<file path="src/rtl/sat_counter.sv">
// Saturating event counter with synchronous clear; a same-cycle event survives the clear.
module sat_counter #(
  parameter int CNT_WIDTH = 16
) (
  input  logic                 clk,
  input  logic                 rst,
  input  logic                 inc,
  input  logic                 clr,
  output logic [CNT_WIDTH-1:0] count
);

  always_ff @(posedge clk or posedge rst) begin
    if (rst) begin
      count <= '0;
    end else if (clr) begin
      count <= inc ? CNT_WIDTH'(1) : '0;
    end else if (inc && (count != '1)) begin
      count <= count + 1'b1;
    end
  end

endmodule

</file>
<file path="config.mk">
export PLATFORM = sky130hd
export DESIGN_NAME = sat_counter
export DESIGN_NICKNAME = d
export VERILOG_FILES = /design/src/rtl/sat_counter.sv
export SDC_FILE = /design/constraint.sdc
export NUM_CORES = 1
export LEC_CHECK = 0
export CAP_MARGIN = 20
export CELL_PAD_IN_SITES_DETAIL_PLACEMENT = 2
export CELL_PAD_IN_SITES_GLOBAL_PLACEMENT = 2
export CORE_MARGIN = 3
export CORE_UTILIZATION = 30
export DETAILED_ROUTE_END_ITERATION = 8
export PLACE_DENSITY_LB_ADDON = 0.3
export SLEW_MARGIN = 20
export SYNTH_ARGS = -nofsm -noshare
export SYNTH_HDL_FRONTEND = slang
export SYNTH_SLANG_ARGS = --single-unit
</file>
<file path="constraint.sdc">
create_clock -name clk -period 2.1 [get_ports clk]
set_clock_uncertainty 0.2 [all_clocks]
set_input_delay 0.42 -clock clk [delete_from_list [all_inputs] [get_ports clk]]
set_output_delay 0.42 -clock clk [all_outputs]
set_load 0.01 [all_outputs]
</file>
======== After elaboration in Yosys (flattened, before gate mapping) ========
Index checks and enable logic that the tools add are counted.
word-level totals
  register bits ........................... 16
  bits of input ports ..................... 4
  output and inout bits ................... 16
  word-level logic and storage cells ...... 8
operators by class
  add/sub/neg operators ................... 1
  equality and inequality tests ........... 1
  multiplexer cells ....................... 3
  reduce and logical (&&, ||, !) cells .... 2
operator list
  kind                     number
  $mux W16                 2
  $add A16 B1 Y16 const B  1
  $ne A16 B16 Y1 const B   1
  $reduce_bool A2 Y1       1
  $logic_and A1 B1 Y1      1
  $mux W1                  1

======== Depth between registers and ports, before layout ========
Gate-level depths: netlist of the first run.
  depth in word-level cells ............... 4
  gate-level depth with buffers ........... 5
  gate-level depth less buffers ........... 5

======== Worst setup path after synthesis of the first run ========
Ideal clock, no wire load.
  kind .................................... flip-flop to flip-flop
  start point ............................. register count[0]
  end point ............................... register count[12]
  setup time .............................. 78 ps
  arrival time ............................ 1,690 ps
  data required time ...................... 1,822 ps
  slack ................................... 132 ps
  cell stages (with the launch flop) ...... 6
  path buffers ............................ 0
  clock period less this slack ............ 1,968 ps
  cells stage by stage .................... dfrtp_1 > ha_1 > nand4_4 > or3_4 > or3_1 > a21oi_1
on the way
  cells in the longest elaborated chain, start to end .. 3
  elaborated cells between the ends (all ways) .. 6
  those cells by class .................... add/sub (1); eq/ne (1); mux (2); reduce/logical (2)
RTL lines
  element                                            RTL line  RTL
  start, declared                                    9         output logic [CNT_WIDTH-1:0] count
  start signal, assigned                             16        count <= inc ? CNT_WIDTH'(1) : '0;
  start signal, assigned                             18        count <= count + 1'b1;
  $add A16 B1 Y16 or $ne A16 B16 Y1 (tied branches)  18, 17
  $mux W16 or $logic_and A1 B1 Y1 (tied branches)    17        end else if (inc && (count != '1)) begin
  $mux W16 or $reduce_bool A2 Y1 (tied branches)     n/a
Several ways; a longest one is shown, not always the timed one. The select of a mux whose other input is x is not followed.
A chain may end at the register's enable or synchronous reset.

======== Worst setup path after layout of the first run ========
  start point ............................. register count[12]
  end point ............................... output count[12]
No word-level cell between the ends.

==> results_dict.tcl, run 1 <==
set metrics [dict create \
    crit_chain "buf_4 > clkdlybuf4s50_1" \
    switchingPower_w 0.000154 \
    timing.rr.end "count[1]" \
    insertion_delay_ns 0.29 \
    antenna_found_initial 0 \
    synth_warnings 0 \
    core_um2 2850 \
    cp_slowest_cell "clkdlybuf4s50_1" \
    cp_max_fo 5 \
    drt_iter0_drc 16 \
    critical-path-max-stage-delay_ns 0.53 \
    drive_gt1_share_pct 25.4 \
    ios 20 \
    row_count 19 \
    yosys.area_share.adder_pct 1.35 \
    clkTransAtPathRegs_ns 0.10 \
    combPwrFrac_pct 15.1 \
    grt_max_degree 17 \
    remaining_drc_errors 0 \
    grt_usage_pct 19.2 \
    final_cell_count_no_fill 173 \
    powerDensity_nw_per_um2 419 \
    crit_start "count[12]" \
    final_hold_viol_count 0 \
    placedCellCount 166 \
    top_register "count" \
    peakVddDrop_mv 0.226 \
    grt_pass1_wl_um 5260 \
    drt-total-wl_um 3460 \
    crit-reg2reg-launch "count[0]" \
    synth_top_family_by_area "simple AND/OR/NAND/NOR gates" \
    final_nets 149 \
    power_frac_clock_pct 29.7 \
    maxCapViolCount 0 \
    firstDrtPassIters 4 \
    crit_type "reg -> out" \
    cts_sinks 16 \
    synth_area_leaders "dfrtp_1 43%, a21oi_1 6.0%, o31ai_1 4.9%, or4_1 4.1%, nand4_1 3.4%" \
    rrSetupSlack_ns 0.09 \
    dr_total_vias 998 \
    grt_overflow_total 0 \
    cts_buffers 3 \
    synth_cell_types 31 \
    cp.depth 2 \
    yosys.area.top_type "dfrtp_1" \
    cts_max_level 1 \
    synthesis.nets 101 \
    slew_violations 0 \
    cts_hold_buf 0 \
    dp_hpwl_um 2390 \
    finalPower_w 0.000579 \
    synth_mux_area_share_pct 1.08 \
    avgRoutedWirePerCell_um 20.0 \
    finalWorstPathRequiredPeriod_ns 2.02 \
    p_seq_share_pct 55.2 \
    synth-compound-area-share_pct 20.7 \
    area_growth_pct 49.5 \
    p_int_w 0.000425 \
    die_height_um 61.5 \
    arrival_ns 1.40 \
    dieArea_um2 3780 \
    die_width_um 61.5 \
    setup_viol 0 \
    port_buffers 19 \
    reg2reg_depth 7 \
    ys_seq_area_share_pct 43.3 \
    syn_avg_cell_area_um2 9.63 \
    initial_core_util_pct 32.4 \
    cp-start-kind "flop" \
    fillers 325 \
    cts_buffer_depth 2 \
    relSlewSlack_pct 73.7 \
    grt_pass1_vias 1078 \
    syn_area_um2 925 \
    cts_tree "yes" \
    largest_reg_flops 16 \
    worst_pin_slew_ns 0.391 \
    cp-endpoint "count[12]" \
    ys_seq_elements 16 \
    critical_path.top_delay_family "buffers and inverters" \
    syn_inst 96 \
    routabilityCongestion 0.760 \
    power.leakage_nw 0.579 \
    fin_crit_sh_pct 96.1 \
    root_buffer "clkbuf_4" \
    reg_top3 "count (16)" \
    antenna_cells 0 \
    ant_nets 0 \
    required_ns 1.48 \
    endpoint_kind "output pin" \
    yosys.area_share.simple_pct 30.2 \
    status "complete, no violations" \
    synth_top_area_share_pct 43.3 \
    vias_per_cell 5.77 \
    synth-xor-area-share_pct 0.947 \
    max_freq_mhz 496 \
    worst-path-buf-inv 2 \
    switching_share_pct 26.5 \
    hold_path_class "in -> async" \
]
## metrics by stage
step	setup slack (ns)	setup TNS, ns	hold slack, ns	util (%)	cell area, um^2
2_1_floorplan	0.132	0	0.134	-	925
3_3_place_gp	-0.0335	-0.0925	0.354	46.0	1310
3_5_place_dp	-0.0878	-0.474	0.378	46.0	1310
4_1_cts	0.0505	0	0.236	46.8	1330
5_1_grt	-0.0284	-0.0769	0.237	48.5	1380
6_report	0.0823	0	0.223	48.5	1380
## synth_stat cells, drive strengths merged
master  count
dfrtp      16
a21oi      11
nand2       8
nand4       6
o31ai       6
or3         6
o21ai       5
or4         5
inv         4
nand3       4
nor2        3
nor3        3
a211oi      2
and2        2
and3        2
and4        2
o41ai       2
buf         1
clkbuf      1
ha          1
mux2i       1
nand2b      1
nand3b      1
o211ai      1
or3b        1
xor2        1
## metal layers
metal | vias to the layer above | track usage (%) | part of all wire [%]
met1 | 508 | 23.4 | 41
li1 | 466 | - | -
met5 | - | 0 | 0
met2 | 22 | 34.1 | 55
met3 | 2 | 3.14 | 3.0
met4 | 0 | 6.36 | 0.55
## worst register-to-register path, stage by stage (launching register included)
cell	delay [ns]
dfrtp_1	0.42
ha_4	0.18
nand4_4	0.14
o41ai_4	0.40
buf_4	0.19
buf_4	0.13
mux2i_1	0.19
nor2_1	0.05
## power groups by stage
stage          combinational [W]  sequential, W  clock, W
2_1_floorplan          0.0000290       0.000328         0
3_3_place_gp           0.0000785       0.000323         0
3_5_place_dp           0.0000813       0.000323         0
4_1_cts                0.0000824       0.000317  0.000178
5_1_grt                0.0000965       0.000320  0.000201
6_report               0.0000874       0.000319  0.000172
## worst min-delay path by stage
stage / from / to / slack (ns) / cells past startpoint
3_5_place_dp: count[15] / count[15] / 0.38 / 2
4_1_cts: rst / count[1] / 0.24 / 3
3_3_place_gp: count[15] / count[15] / 0.35 / 2
2_1_floorplan: rst / count[0] / 0.13 / 1
5_1_grt: rst / count[14] / 0.24 / 3
6_report: rst / count[1] / 0.22 / 3
## cell usage in the layout (no fill, tap or decap)
cell              n
nor2_1            3
o41ai_4           1
nand2b_1          1
and4_1            2
buf_4            26
mux2i_1           1
and3_1            2
nor3_1            2
nand4_4           1
o31ai_1           6
nand2_1           8
nor3_4            1
o21ai_1           3
or3b_2            1
dfrtp_1          16
clkbuf_4          3
o21ai_0           2
nand3b_1          1
nand3_1           4
or3_1             5
o211ai_1          1
ha_4              1
nand4_1           5
or4_1             5
clkdlybuf4s50_1  19
inv_1             4
a211oi_1          2
or3_4             1
o41ai_2           1
a21oi_1          11
xor2_1            1
and2_1            2
## kinds of logic after synthesis
| family | after synthesis |
|---|---|
| XOR/XNOR | 1 |
| multiplexers | 1 |
| adder cells (fa/ha/maj) | 1 |
| AND/OR/NAND/NOR | 44 |
| buffers and inverters | 6 |
| flip-flops | 16 |
| AO/OA/AOI/OAI | 27 |
## layout make-up
class / count / area (um^2) / area share (%)
clock buffer: 3 / 22.5 / 1.63
inverter: 4 / 15.0 / 1.09
multi-input combinational: 74 / 520 / 37.6
sequential: 16 / 400 / 29.0
tap: 31 / 38.8 / 2.81
timing repair buffer: 45 / 385 / 27.9
## timing repair
action / 4_1_cts / 5_1_grt
pin swaps: 1 / 4
setup endpoints to repair: 1 / 8
resized for setup: 0 / 3
setup buffers: 0 / 4
(Power assumes the default switching activity.)
==> inputs of run 2 (changes only) <==
Settings changed: CTS_CLUSTER_DIAMETER set to 200.
==> results of run 2 <==
Final layout, timing and power as in run 1 (identical DEF).
==> inputs of run 3 (changes only) <==
Settings changed: PLACE_DENSITY_LB_ADDON 0.3 to 0.1.
==> run 3 against run 2 <==
- die area did not move
- final cell count fell by 5.8%
- maximum frequency rose by 0.97%
- combinational power fell by 15%
- utilization fell by 3.2 points
- register-to-register slack barely moved
- routed wire length fell by 18%
- critical path type is now reg -> reg
- largest cell class unchanged
- largest power group unchanged
==> results_dict.tcl, run 3 (synthesis gave the netlist of run 1 again) <==
set metrics [dict create \
    status "complete, no violations" \
    path_common_cell "buf_4" \
    fillers 314 \
    relSlewSlack_pct 76.5 \
    reg_top3 "count (16)" \
    cp_max_fo 9 \
    slew_violations 0 \
    antenna_found_initial 0 \
    grt_pass1_vias 1002 \
    worst-path-buf-inv 2 \
    final_hold_viol_count 0 \
    avgRoutedWirePerCell_um 17.3 \
    cts_sinks 16 \
    combPwrFrac_pct 13.2 \
    initial_core_util_pct 32.4 \
    cts_tree "yes" \
    clkTransAtPathRegs_ns 0.10 \
    grt_usage_pct 17.2 \
    reg2reg_depth 6 \
    routabilityCongestion 0.713 \
    remaining_drc_errors 0 \
    final_cell_count_no_fill 163 \
    row_count 19 \
    finalWorstPathRequiredPeriod_ns 2.00 \
    drt_iter0_drc 15 \
    tns_ns 0 \
    dieArea_um2 3780 \
    setup_viol 0 \
    die_width_um 61.5 \
    crit_chain "nand4_1 > buf_4 > nor3_2 > buf_4 > or4_1 > a21oi_1" \
    drive_gt1_share_pct 20.5 \
    most-common-layout-cells "19 x clkdlybuf4s50_1, 16 x buf_4, 15 x dfrtp_1, 11 x a21oi_1, 8 x nand2_1" \
    peakVddDrop_mv 0.187 \
    insertion_delay_ns 0.29 \
    largest_reg_flops 16 \
    cp-start-kind "flop" \
    ios 20 \
    final_nets 139 \
    vias_per_cell 5.67 \
    power_frac_clock_pct 29.9 \
    root_buffer "clkbuf_4" \
    max_freq_mhz 500 \
    firstDrtPassIters 4 \
    dp_hpwl_um 2120 \
    grt_pass1_wl_um 4800 \
    p_int_w 0.000417 \
    critical_path.top_delay_family "simple AND/OR/NAND/NOR gates" \
    switchingPower_w 0.000144 \
    powerDensity_nw_per_um2 434 \
    required_ns 2.12 \
    crit_type "reg -> reg" \
    area_growth_pct 39.8 \
    maxCapViolCount 0 \
    switching_share_pct 25.7 \
    hold_path_class "in -> async" \
    p_seq_share_pct 56.9 \
    endpoint_kind "flop" \
    cts_buffers 3 \
    cp.depth 6 \
    top_register "count" \
    port_buffers 19 \
    arrival_ns 2.01 \
    post-place-ws_ns -0.124 \
    cts_max_level 1 \
    placedCellCount 159 \
    cp_slowest_cell "or4_1" \
    final_core_util_pct 45.3 \
    grt_overflow_total 0 \
    drt-total-wl_um 2830 \
    final_common_cell "clkdlybuf4s50_1" \
    grt_max_degree 17 \
    antenna_cells 0 \
    ant_nets 0 \
    fin_hold_ws_ns 0.252 \
    power.leakage_nw 0.508 \
    dr_total_vias 924 \
    fin_ws_ns 0.102 \
    cts_buffer_depth 2 \
    core_um2 2850 \
    worst_pin_slew_ns 0.351 \
    die_height_um 61.5 \
    critical-path-max-stage-delay_ns 0.51 \
    fin_crit_sh_pct 95.2 \
]
## run 3: cell count changes in the layout (fill, tap and decap cells not counted)
cell and delta:
ha_2 +1, buf_4 -10, nor3_4 -1, ha_4 -1
dfrtp_2 +1, dfrtp_1 -1, nor3_2 +1
## run 3: per-layer routing
layer	GRT usage, %	vias up	wire length [um]
met5	0	-	0
met4	6.06	0	24
met3	1.89	2	56
met2	29.6	16	1460
met1	22.1	458	1280
li1	-	448	-
## run 3: through the flow
step | total power [W] | instance area, um^2
finish | 0.000561 | 1290
global route | 0.000611 | 1290
CTS | 0.000580 | 1280
detailed placement | 0.000400 | 1260
global placement | 0.000398 | 1260
floorplan | 0.000357 | 925
## run 3: worst register-to-register path, cell delays in order, from the launching register on
cell	delay, ns
dfrtp_2	0.45
nand4_1	0.23
buf_4	0.18
nor3_2	0.04
buf_4	0.17
or4_1	0.51
a21oi_1	0.15
## run 3: final cells by class
type	instances	area, um^2	share of cell area, %
inverter	4	15.0	1.16
clock buffer	3	22.5	1.74
sequential	16	402	31.1
tap	31	38.8	3.00
multi-input combinational	74	504	39.0
timing repair buffer	35	310	24.0
## run 3: worst paths after layout
path                            slack [ns]        end       from
worst max-delay path                  0.10   count[9]  count[11]
worst min-delay path                  0.25   count[1]        rst
worst max register to register        0.10   count[9]  count[11]
worst min register to register        0.39  count[15]  count[15]
max in group asynchronous             1.24  count[11]        rst
min in group clk                      0.39  count[15]  count[15]
## run 3: repair_timing
item / CTS / global route
gates resized for setup: 0 / 2
endpoints found under the setup margin: 0 / 3
hold buffers: 0 / 0
buffers inserted: 0 / 1
hold endpoints to repair: 0 / 0
## run 3: power groups by stage
stage | Clock, W | Sequential, W | Combinational, W
after floorplan | 0 | 0.000328 | 0.0000290
after global placement | 0 | 0.000325 | 0.0000734
after detailed placement | 0 | 0.000325 | 0.0000745
after CTS | 0.000186 | 0.000319 | 0.0000751
after global routing | 0.000206 | 0.000321 | 0.0000836
final | 0.000168 | 0.000319 | 0.0000744
